[src/rtl/serial_sub_pkg.sv]
// Shared types and constants for the bit-serial subtractor.
package serial_sub_pkg;

    parameter int unsigned DefaultWidth = 8;

    typedef enum logic [1:0] {
        StIdle,
        StShift,
        StDone
    } state_t;

    // Bit counter width for a given operand width; never narrower than one bit.
    function automatic int unsigned cnt_width(input int unsigned width);
        return (width < 2) ? 1 : $clog2(width);
    endfunction

endpackage

[src/rtl/serial_subtractor_if.sv]
// Operand and result valid/ready channels of the serial subtractor.
// Carries the ovf flag only when SERIAL_SUB_OVERFLOW_EN is defined.
interface serial_subtractor_if #(
    parameter int unsigned WIDTH = 8
);
    logic             in_valid;
    logic             in_ready;
    logic [WIDTH-1:0] a;
    logic [WIDTH-1:0] b;
    logic             out_valid;
    logic             out_ready;
    logic [WIDTH-1:0] diff;
    logic             borrow;
`ifdef SERIAL_SUB_OVERFLOW_EN
    logic             ovf;
`endif

    modport master (
        output in_valid, a, b, out_ready,
`ifdef SERIAL_SUB_OVERFLOW_EN
        input  ovf,
`endif
        input  in_ready, out_valid, diff, borrow
    );

    modport slave (
        input  in_valid, a, b, out_ready,
`ifdef SERIAL_SUB_OVERFLOW_EN
        output ovf,
`endif
        output in_ready, out_valid, diff, borrow
    );

endinterface

[src/rtl/half_subtractor.sv]
// One-bit half subtractor: difference and borrow-out of x - y.
module half_subtractor (
    input  logic x_i,
    input  logic y_i,
    output logic d_o,
    output logic bo_o
);

    assign d_o  = x_i ^ y_i;
    assign bo_o = ~x_i & y_i;

endmodule

[src/rtl/serial_subtractor.sv]
// Bit-serial unsigned subtractor, LSB first, WIDTH cycles per operation.
// Optional signed-overflow flag when SERIAL_SUB_OVERFLOW_EN is defined.
module serial_subtractor
    import serial_sub_pkg::*;
#(
    parameter int unsigned WIDTH = DefaultWidth
) (
    input  logic                clk_i,
    input  logic                rst_ni,
    serial_subtractor_if.slave  bus
);

    localparam int unsigned CntW = cnt_width(WIDTH);

    state_t            state_q, state_d;
    logic [WIDTH-1:0]  a_sh_q, a_sh_d;
    logic [WIDTH-1:0]  b_sh_q, b_sh_d;
    logic [WIDTH-1:0]  res_q, res_d;
    logic [CntW-1:0]   cnt_q, cnt_d;
    logic              bw_q, bw_d;
    logic              d1, bo1, d_bit, bo2;

    // Full subtractor built from two half subtractors.
    half_subtractor u_hs_ab (
        .x_i  (a_sh_q[0]),
        .y_i  (b_sh_q[0]),
        .d_o  (d1),
        .bo_o (bo1)
    );

    half_subtractor u_hs_bw (
        .x_i  (d1),
        .y_i  (bw_q),
        .d_o  (d_bit),
        .bo_o (bo2)
    );

    always_comb begin
        state_d = state_q;
        a_sh_d  = a_sh_q;
        b_sh_d  = b_sh_q;
        res_d   = res_q;
        cnt_d   = cnt_q;
        bw_d    = bw_q;
        unique case (state_q)
            StIdle: begin
                if (bus.in_valid) begin
                    a_sh_d  = bus.a;
                    b_sh_d  = bus.b;
                    bw_d    = 1'b0;
                    cnt_d   = '0;
                    state_d = StShift;
                end
            end
            StShift: begin
                a_sh_d = a_sh_q >> 1;
                b_sh_d = b_sh_q >> 1;
                res_d  = {d_bit, res_q[WIDTH-1:1]};
                bw_d   = bo1 | bo2;
                cnt_d  = cnt_q + 1'b1;
                if (cnt_q == CntW'(WIDTH - 1)) begin
                    state_d = StDone;
                end
            end
            StDone: begin
                if (bus.out_ready) begin
                    state_d = StIdle;
                end
            end
            default: state_d = StIdle;
        endcase
    end

    always_ff @(posedge clk_i) begin
        if (!rst_ni) begin
            state_q <= StIdle;
            a_sh_q  <= '0;
            b_sh_q  <= '0;
            res_q   <= '0;
            cnt_q   <= '0;
            bw_q    <= 1'b0;
        end else begin
            state_q <= state_d;
            a_sh_q  <= a_sh_d;
            b_sh_q  <= b_sh_d;
            res_q   <= res_d;
            cnt_q   <= cnt_d;
            bw_q    <= bw_d;
        end
    end

    assign bus.in_ready  = (state_q == StIdle);
    assign bus.out_valid = (state_q == StDone);
    assign bus.diff      = res_q;
    assign bus.borrow    = bw_q;

`ifdef SERIAL_SUB_OVERFLOW_EN
    logic a_msb_q, b_msb_q;

    // Operand sign bits are shifted out during SHIFT, so keep a copy.
    always_ff @(posedge clk_i) begin
        if (!rst_ni) begin
            a_msb_q <= 1'b0;
            b_msb_q <= 1'b0;
        end else if (state_q == StIdle && bus.in_valid) begin
            a_msb_q <= bus.a[WIDTH-1];
            b_msb_q <= bus.b[WIDTH-1];
        end
    end

    assign bus.ovf = (a_msb_q != b_msb_q) && (res_q[WIDTH-1] != a_msb_q);
`endif

endmodule

[src/flat_wrapper.sv]
// flat-port wrapper written by rule: the top's interface ports become plain ports
module serial_subtractor_flat import serial_sub_pkg::*;
#(
    parameter int unsigned WIDTH = DefaultWidth
)
  (clk_i, rst_ni, bus_in_valid, bus_a, bus_b, bus_out_ready, bus_in_ready, bus_out_valid, bus_diff, bus_borrow);
  serial_subtractor_if #(.WIDTH(WIDTH)) bus_i ();
  input  logic clk_i;
  input  logic rst_ni;
  input wire logic [$bits(bus_i.in_valid)-1:0] bus_in_valid;
  input wire logic [$bits(bus_i.a)-1:0] bus_a;
  input wire logic [$bits(bus_i.b)-1:0] bus_b;
  input wire logic [$bits(bus_i.out_ready)-1:0] bus_out_ready;
  output wire logic [$bits(bus_i.in_ready)-1:0] bus_in_ready;
  output wire logic [$bits(bus_i.out_valid)-1:0] bus_out_valid;
  output wire logic [$bits(bus_i.diff)-1:0] bus_diff;
  output wire logic [$bits(bus_i.borrow)-1:0] bus_borrow;
  assign bus_i.in_valid = bus_in_valid;
  assign bus_i.a = bus_a;
  assign bus_i.b = bus_b;
  assign bus_i.out_ready = bus_out_ready;
  assign bus_in_ready = bus_i.in_ready;
  assign bus_out_valid = bus_i.out_valid;
  assign bus_diff = bus_i.diff;
  assign bus_borrow = bus_i.borrow;
  serial_subtractor #(.WIDTH(WIDTH)) u_core (.clk_i(clk_i), .rst_ni(rst_ni), .bus(bus_i));
endmodule
[config.mk]
export PLATFORM = sky130hd
export DESIGN_NAME = serial_subtractor_flat
export DESIGN_NICKNAME = d
export VERILOG_FILES = /design/src/rtl/serial_sub_pkg.sv /design/src/rtl/serial_subtractor_if.sv /design/src/rtl/half_subtractor.sv /design/src/rtl/serial_subtractor.sv /design/src/flat_wrapper.sv
export SDC_FILE = /design/constraint.sdc
export NUM_CORES = 1
export LEC_CHECK = 0
export BUFFER_PORTS_ARGS = -buffer_cell sky130_fd_sc_hd__clkbuf_2
export CORE_MARGIN = 3
export CORE_UTILIZATION = 42
export CTS_BUF_LIST = sky130_fd_sc_hd__clkbuf_8
export DETAILED_ROUTE_END_ITERATION = 16
export GPL_TIMING_DRIVEN = 0
export SYNTH_ARGS = -nofsm -noshare
export SYNTH_HDL_FRONTEND = slang
export SYNTH_SLANG_ARGS = --single-unit
[constraint.sdc]
create_clock -name clk_i -period 2.45 [get_ports clk_i]
set_clock_uncertainty 0.05 [all_clocks]
set_input_delay 0.1225 -clock clk_i [delete_from_list [all_inputs] [get_ports clk_i]]
set_output_delay 0.1225 -clock clk_i [all_outputs]
set_load 0.005 [all_outputs]
Word-level counts from Yosys, hierarchy flattened
Index checks and enable logic that the tools add are counted.
{ "word_totals": {"regBits": 30, "output_inout_bits": 11, "wordCells": 36} }
{ "classes": {"n_addsub": 1, "eq_ne": 6, "mux": 12, "n_bitwise": 7, "n_reduce_logical": 4} }
{ "op_table": {"columns": ["op", "n"], "rows": [
  ["$pmux 8 s2", 2],
  ["$mux 8", 2],
  ["$mux 2", 3],
  ["$pmux 2 s3", 1],
  ["$pmux 3 s2", 1],
  ["$ne 2x2->1 const B", 2],
  ["$add 3x1->3 const B", 1],
  ["$eq 3x3->1 const B", 1],
  ["$mux 3", 1],
  ["$reduce_and 3->1", 1],
  ["$and 1x1->1", 2],
  ["$eq 2x1->1 const B", 1],
  ["$eq 2x2->1 const B", 1],
  ["$logic_not 2->1", 1],
  ["$ne 2x1->1 const B", 1],
  ["$not 1->1", 2],
  ["$pmux 1 s2", 1],
  ["$reduce_and 2->1", 1],
  ["$reduce_bool 2->1", 1],
  ["$xor 1x1->1", 2],
  ["$mux 1", 1],
  ["$or 1x1->1", 1]
]} }

Logic depth before layout (Yosys ltp)
Gate-level depths: netlist (run 1).
{ "logic_depth": {"word_depth": 5, "depth_mapped": 4} }

Hierarchy
A second synthesis (run 1) with hierarchy kept.
{ "hier_totals": {"cells_unflattened": 141, "area_unflattened_um2": 1332.5} }
{ "by_module_without_submodules": {"columns": ["mod", "instances", "cells_per_inst", "area_per_inst_um2", "seq_area_each_um2"], "rows": [
  ["serial_subtractor", 1, 135, 1292.5, 600.6],
  ["half_subtractor", 2, 3, 20.0, 0.0]
]} }

Worst setup path before layout (run 1)
No wires, ideal clock.
{ "synth_timing": {"path_kind": "register -> register", "startpoint": "register u_core.state_q[0]", "endpoint": "register u_core.a_sh_q[1]", "setup_ns": 0.069, "arrival_time_ns": 1.089, "required_time_ns": 2.331, "slack_ns": 1.242, "path_stages_with_launch": 5, "path_cell_list": "dfxtp_1 > nor2_2 > or3b_4 > buf_2 > o21ai_1"} }
{ "synth_via": {"elab_chain_cells": 3, "word_cells_on_any_way": 6, "classes_between": "eq/ne: 2; mux: 1; reduce/logical: 3"} }
{ "synth_lines": {"columns": ["element", "line_no", "text"], "rows": [
  ["start, declared", "serial_subtractor.sv:15", "state_t state_q, state_d;"],
  ["start signal, assigned", "serial_subtractor.sv:76", "state_q <= StIdle;"],
  ["start signal, assigned", "serial_subtractor.sv:83", "state_q <= state_d;"],
  ["$eq 2x1->1 / $logic_not 2->1 (equally long branches)", "serial_subtractor.sv:45", "unique case (state_q)"],
  ["$reduce_bool 2->1 (no source line) / $ne 2x2->1 (equally long branches)", null, null],
  ["$reduce_and 2->1 (no source line)", null, null],
  ["end signal, assigned", "serial_subtractor.sv:84", "a_sh_q <= a_sh_d;"],
  ["end, declared", "serial_subtractor.sv:16", "logic [WIDTH-1:0] a_sh_q, a_sh_d;"]
]} }
Parallel ways exist; a longest one is shown, timed or not.
A chain may end at the register's enable or synchronous reset.

Worst setup path in the final report (run 1)
{ "layout_timing": {"startpoint": "register u_core.state_q[1]", "endpoint": "output port bus_in_ready"} }
{ "layout_via": {"elab_chain_cells": 1} }
{ "layout_lines": {"columns": ["element", "line_no", "text"], "rows": [
  ["$logic_not 2->1", "serial_subtractor.sv:92", "assign bus.in_ready = (state_q == StIdle);"],
  ["end, declared", "flat_wrapper.sv:14", "output wire logic [$bits(bus_i.in_ready)-1:0] bus_in_ready;"]
]} }
Every way passes these cells.

==> out/qor.csv, run 1 <==
metric;value;unit
ys_top_cells_by_area;dfxtp_1 (46%), mux2i_1 (11%), o211ai_1 (8.0%);
placementRows;19;
holdPathStages;3;
globalRouteMet2Util;28.0;%
syn-instance-count;140;
synth_fp_nets;163;
syn-cell-area;1310;um^2
power-per-cell-area;633;nW/um^2
cts_tree;yes;
synth_area_leader_cell;dfxtp_1;
tightest_slew;456;ps
crit_path_end_kind;output port;
track_usage;17.1;%
vias;1100;
drcViolationCount;0;
start_kind;flop;
dr.pass1.iters;4;
ys_top_cells_by_count;dfxtp_1 (30), nand2_1 (20), mux2i_1 (14), o211ai_1 (14);
layout.nets;199;
drv_cap;0;
netlist.area_leader.share;45.8;%
final.setup.tns;0;ps
grt_remaining_overflow;0;
ff2ff_path_depth;4;
cts_resized;0;
hpwl;2040;um
fmax;605;MHz
cts-root-buf;clkbuf_8;
synth_most_common_cell;dfxtp_1;
min_period_over_period;67.4;%
nFillCells;272;
grt_pass1_vias;1097;
gp_congestion;0.760;
boundaryPins;31;
drive_gt1_share;23.9;%
hold_viol;0;
switching_share;24.6;%
internal-power;750;uW
ys_seq_area_share;45.8;%
grt_use_met1;20.8;%
cts-htree-levels;2;
cts_setup_buffers;0;
ys.flop_type;dfxtp_1;
post-route-min-period;1650;ps
area_growth;19.8;%
die-area;3830;um^2
synth_edf_count;0;
p_leak;0.000655;uW
setup_viol;0;
die_x;61.9;um
ir_drop;0.000408;V
ys_ff_latch;30;
critPathKind;reg2out;
grt.met3_usage;6.20;%
grt_pass1_wl;4770;um
placed_cells;200;
antenna_found_initial;0;
avgViaCountPerCell;5.31;
synthArstFlopShare;0;%
core-area;2850;um^2
clock_sinks;30;
cts_buffers;5;
power;995;uW
cts_buffer_depth;2;
antenna_cells;0;
rsz0062_at_grt;false;
p_clk_share;35.9;%
synth.avg_cell_area;9.37;um^2
initial_core_util;46.0;%
synth_cell_types;25;
gr-max-usage-layer;met2;
wl_per_cell;13.4;um
arrival;1480;ps
p_sw;245;uW
p_comb_share;11.0;%
grt_max_degree;11;
die_y;61.9;um
slew_violations;0;
totalWireLength;2780;um
worstHoldPathType;in2reg;
ant_nets;0;
slew-limit-headroom;69.6;%
outcome;complete, no violations;
cts_hold_buf;0;
post-route-util;55.1;%
clk_pin_slew;60;ps
crit_fanout;10;
pwr-share-seq;53.0;%
port_buffers;29;
clock_latency;280;ps
layoutNonFillerInstCount;207;
yosys_warnings;0;
drtIter0Drc;58;
cp_data_required_time;2280;ps
==> path summary, 6_finish.rpt <==
kind / start / to / slack (ps)
min: bus_a[4] / u_core.a_sh_q[4] / 50
max: u_core.state_q[1] / bus_in_ready / 800
max reg2reg: u_core.state_q[0] / u_core.b_sh_q[2] / 1030
min reg2reg: u_core.bus.diff[0] / u_core.bus.diff[0] / 420
==> worst max-delay path, cell delays in order, from the launching register on <==
cell      delay (ps)
dfxtp_1          390
buf_2            230
buf_1            380
nor2_1            70
clkbuf_2         120
==> state kept, by name (all words and copies together) (netlist names) <==
signal,cells
u_core.a_sh_q,8
u_core.b_sh_q,8
u_core.bus.borrow,1
u_core.bus.diff,8
u_core.cnt_q,3
u_core.state_q,2
==> layout by cell type, fill, tap and decap left out, drive strengths merged <==
cell      n
and3      1
dfxtp    30
nor2      3
nand3b    1
buf       7
mux2i    14
nand2    20
o211ai   14
o21ai    20
nand2b    1
or3b      1
nand4bb   2
nand3     3
ha        2
inv       4
fa        1
clkbuf   38
a21boi    9
a22oi     1
nor2b     3
o211a     1
==> kinds of logic after synthesis <==
kind of cell / synth area share, %
buffers and inverters: 4.48
multiplexers: 10.7
AND/OR/NAND/NOR: 13.5
adder cells (fa/ha/maj): 3.43
flip-flops: 45.8
AO/OA/AOI/OAI: 22.1
==> metal layers <==
layer  wire [um]  vias up
met3         146        4
met1        1400      495
met4          23        0
met5           0        -
met2        1210       28
li1            -      573
==> metrics by stage <==
step / worst slack, ps / cell area, um^2 / hold WS, ps
after floorplan: 1240 / 1310 / 246
final: 798 / 1570 / 54.7
after detailed placement: 1050 / 1500 / 344
after global routing: 629 / 1570 / 78.7
after CTS: 787 / 1570 / 58.3
after global placement: 1100 / 1500 / 332
==> area by class of cell <==
type	instances	area [um^2]	area share (%)
multi-input combinational	97	652	41.5
buffer	11	51.3	3.26
tap	31	38.8	2.47
inverter	2	7.51	0.478
timing repair buffer	29	145	9.24
sequential	30	601	38.2
clock inverter	2	7.51	0.478
clock buffer	5	68.8	4.38
==> power groups by stage <==
stage	Combinational (uW)	Clock (uW)	Sequential (uW)
after floorplan	74.3	0	534
after global placement	107	0	537
after detailed placement	111	0	539
after CTS	111	364	528
after global routing	125	388	531
final	110	357	528
(Power assumes the default switching activity.)
==> run 2, diff against run 1 <==
Settings changed: PLACE_DENSITY set to 0.67.
Clock period 2.45 ns to 1.4 ns, I/O delays scaled along.
==> out/qor.csv, run 2 (synthesis gave the netlist of run 1 again) <==
metric;value;unit
outcome;complete, no violations;
wl_per_cell;13.7;um
arrival;1200;ps
placementRows;19;
tightest_slew;467;ps
hpwl;2080;um
grt_remaining_overflow;0;
grt_max_degree;11;
p_sw;446;uW
clock_latency;280;ps
layoutNonFillerInstCount;208;
die-area;3830;um^2
post-route-min-period;1320;ps
worstHoldStart;bus_a[1];
min_period_over_period;94.1;%
holdPathStages;3;
cts-root-buf;clkbuf_8;
die_y;61.9;um
dr.pass1.iters;4;
place_area;1500;um^2
drive_gt1_share;28.2;%
antenna_found_initial;0;
cp_data_required_time;1280;ps
layout.nets;199;
internal-power;1490;uW
cts_hold_buf;0;
clk_pin_slew;70;ps
drv_cap;0;
track_usage;17.4;%
holdPathEnd;u_core.a_sh_q[1];
ant_nets;0;
cts_buffer_depth;2;
grt_pass1_vias;1114;
crit_path_end_kind;output port;
power;1930;uW
grt_pass1_wl;4860;um
vias;1126;
area_growth;24.2;%
rsz0062_at_grt;false;
reg2reg_to;u_core.a_sh_q[2];
drcViolationCount;0;
crit_fanout;10;
p_comb_share;10.3;%
boundaryPins;31;
clock_sinks;30;
r2r_start;u_core.state_q[0];
finalInstanceArea;1630;um^2
avgViaCountPerCell;5.41;
final_common_cell;clkbuf_2;
worstHoldPathType;in2reg;
initial_core_util;46.0;%
slew_violations;0;
r2r_setup_slack;90;ps
hold_viol;0;
switching_share;23.1;%
critPathKind;reg2out;
setup_viol;0;
totalWireLength;2850;um
pwr-share-seq;47.8;%
critPathLaunch;u_core.state_q[0];
ff2ff_path_depth;4;
start_kind;flop;
final_cell_mix;clkbuf_2 (30), dfxtp_1 (28), nand2_1 (20);
die_x;61.9;um
gp_congestion;0.712;
p_leak;0.000677;uW
cts_buffers;5;
power-per-cell-area;1190;nW/um^2
port_buffers;29;
drtIter0Drc;45;
p_clk_share;41.8;%
cts_setup_buffers;0;
ir_drop;0.000652;V
fmax;759;MHz
cts_tree;yes;
cts-htree-levels;2;
core-area;2850;um^2
slew-limit-headroom;68.9;%
placed_cells;200;
antenna_cells;0;
[run 2: changes by cell type in the layout (fill, tap and decap cells not counted), moves of 2 or more]
cell      delta
dfxtp_2      +2
buf_2        -2
clkbuf_8     +3
inv_1        -2
buf_4        +2
dfxtp_1      -2
[run 2: layout make-up]
cell class              instances  area (um^2)
flip-flops and latches         30          603
multi-input cells              97          659
repair buffers                 29          145
fillers                       283         1220
clock buffers                   8          110
well taps                      31         38.8
plain buffers                  11         65.1
inverters                       2         7.51
[run 2: timing repair]
item	CTS	global route
pin swaps	0	0
gates resized for setup	5	5
hold endpoints to repair	0	0
endpoints found under the setup margin	7	20
[run 2: worst max-delay path by stage]
stage	to	slack (ps)
after global placement	u_core.b_sh_q[2]	60
after floorplan	u_core.a_sh_q[1]	190
after detailed placement	u_core.b_sh_q[1]	-4
after CTS	bus_in_ready	10
after global routing	bus_in_ready	20
final	bus_in_ready	80
[run 2: stage by stage]
stage               setup slack (ps)  setup TNS, ps  utilization (%)  hold slack (ps)
floorplan                        192              0                -              193
global placement                59.1              0             52.4              279
detailed placement             -4.06          -4.06             52.4              293
CTS                             10.9              0             56.6             5.98
global route                    16.6              0             57.1             31.7
finish                          82.7              0             57.1             5.02
[run 2: per-layer routing]
layer	part of all wire (%)	vias to the layer above	track usage [%]	routed length [um]
met3	4.4	2	4.34	126
met5	0	-	0	0
met2	48	21	28.1	1370
li1	-	571	-	-
met1	47	532	22.1	1340
met4	0.60	0	7.27	17
[run 2: power by group through the flow]
stage	Sequential, uW	Combinational (uW)	Clock, uW
global placement	939	188	0
global route	929	227	861
floorplan	935	130	0
CTS	923	198	815
finish	924	200	808
detailed placement	941	195	0
[run 2: critical path, cell delays in order (launching register included)]
cell and delay, ps:
dfxtp_2 370, buf_4 200, buf_6 180, nor2_1 60, clkbuf_2 110
==> run 3, diff against run 2 <==
Settings changed: CELL_PAD_IN_SITES_DETAIL_PLACEMENT set to 0, CELL_PAD_IN_SITES_GLOBAL_PLACEMENT set to 2, CORE_UTILIZATION 42 to 33, PLACE_DENSITY 0.67 to unset, PLACE_DENSITY_LB_ADDON set to 0.1.
Clock period 1.4 ns to 1.45 ns, I/O delays scaled along.
==> out/qor.csv, run 3 (synthesis gave the netlist of run 1 again) <==
metric;value;unit
outcome;complete, no violations;
rsz0062_at_grt;false;
area_growth;22.6;%
crit_path_end_kind;output port;
wl_met3;181;um
drtIter0Drc;36;
placed_cells;217;
dr.pass1.iters;4;
grt_pass1_vias;1113;
grt_max_degree;11;
clock_sinks;30;
final_cell_mix;clkbuf_2 (30), dfxtp_1 (28), nand2_1 (20);
cts-htree-levels;2;
die-area;4770;um^2
antenna_cells;0;
die_x;69.0;um
power-per-cell-area;1050;nW/um^2
cp_data_required_time;1330;ps
met1_length;1470;um
ant_nets;0;
layout_setup_ws;80.4;ps
placementRows;22;
final.setup.tns;0;ps
initial_core_util;35.0;%
setup_viol;0;
cts_setup_buffers;0;
fin_worst_hold_slack;7.04;ps
ir_drop;0.000448;V
layout.nets;199;
slew-limit-headroom;70.3;%
cts_buffer_depth;2;
layoutNonFillerInstCount;224;
nFillCells;418;
tightest_slew;445;ps
wl_per_cell;13.1;um
grt_remaining_overflow;0;
clock_latency;280;ps
cts_tree;yes;
core-area;3740;um^2
gp_congestion;0.718;
crit_fanout;10;
hpwl;2140;um
grt_pass1_wl;5200;um
r2r_setup_slack;80;ps
port_buffers;29;
drive_gt1_share;26.7;%
drv_cap;0;
min_period_over_period;94.5;%
die_y;69.0;um
avgViaCountPerCell;4.91;
worstHoldStart;bus_a[4];
final_common_cell;clkbuf_2;
vias;1100;
cts-root-buf;clkbuf_8;
boundaryPins;31;
p_leak;0.000663;uW
cts_buffers;5;
place_area;1520;um^2
hold_viol;0;
worstHoldPathType;in2reg;
drcViolationCount;0;
pre_cts_ws;15.0;ps
routed.top_layer;met4;
fmax;730;MHz
r2r_start;u_core.state_q[0];
clk_pin_slew;60;ps
route.met2.wl;1240;um
critPathLaunch;u_core.state_q[0];
track_usage;13.8;%
post-route-min-period;1370;ps
finalInstanceArea;1610;um^2
antenna_found_initial;0;
critPathKind;reg2out;
start_kind;flop;
arrival;1250;ps
totalWireLength;2950;um
slew_violations;0;
run 3: path summary, 6_finish.rpt:
path	end	cells past startpoint
max reg2reg	u_core.a_sh_q[5]	4
min	u_core.a_sh_q[4]	3
min reg2reg	u_core.bus.diff[0]	2
max	bus_in_ready	4
run 3: worst max-delay path, cell delays in order, from the launching register on:
cell	delay (ps)
dfxtp_2	350
buf_4	200
buf_4	240
nor2_1	70
clkbuf_2	110
run 3: layout make-up:
| cell class | instances | area (um^2) | share of cell area, % |
|---|---|---|---|
| Multi-Input combinational cell | 97 | 654 | 40.7 |
| Inverter | 2 | 7.51 | 0.467 |
| Buffer | 11 | 61.3 | 3.81 |
| Sequential cell | 30 | 603 | 37.5 |
| Clock inverter | 2 | 7.51 | 0.467 |
| Tap cell | 48 | 60.1 | 3.74 |
| Clock buffer | 5 | 68.8 | 4.28 |
| Timing Repair Buffer | 29 | 145 | 9.03 |
run 3: what timing repair did:
item | in CTS | in global routing
endpoints found under the setup margin | 2 | 21
hold buffers | 0 | 0
hold endpoints to repair | 0 | 0
resized for setup | 3 | 6
run 3: per-stage QoR:
stage	total power (uW)	utilization, %
2_1_floorplan	1030	-
3_3_place_gp	1100	40.5
3_5_place_dp	1100	40.5
4_1_cts	1710	42.7
5_1_grt	1780	42.9
6_report	1690	42.9
run 3: power breakdown:
| group | switching, uW | leakage [uW] | internal [uW] | total [uW] |
|---|---|---|---|---|
| Combinational | 104 | 0.000371 | 88.0 | 192 |
| Sequential | 24.4 | 0.000246 | 867 | 891 |
| Clock | 287 | 0.0000466 | 315 | 601 |
run 3: metal layers:
layer / vias to the layer above / global-route usage (%)
met4: 0 / 5.86
li1: 567 / -
met5: - / 0
met2: 25 / 19.4
met1: 504 / 18.1
met3: 4 / 6.27
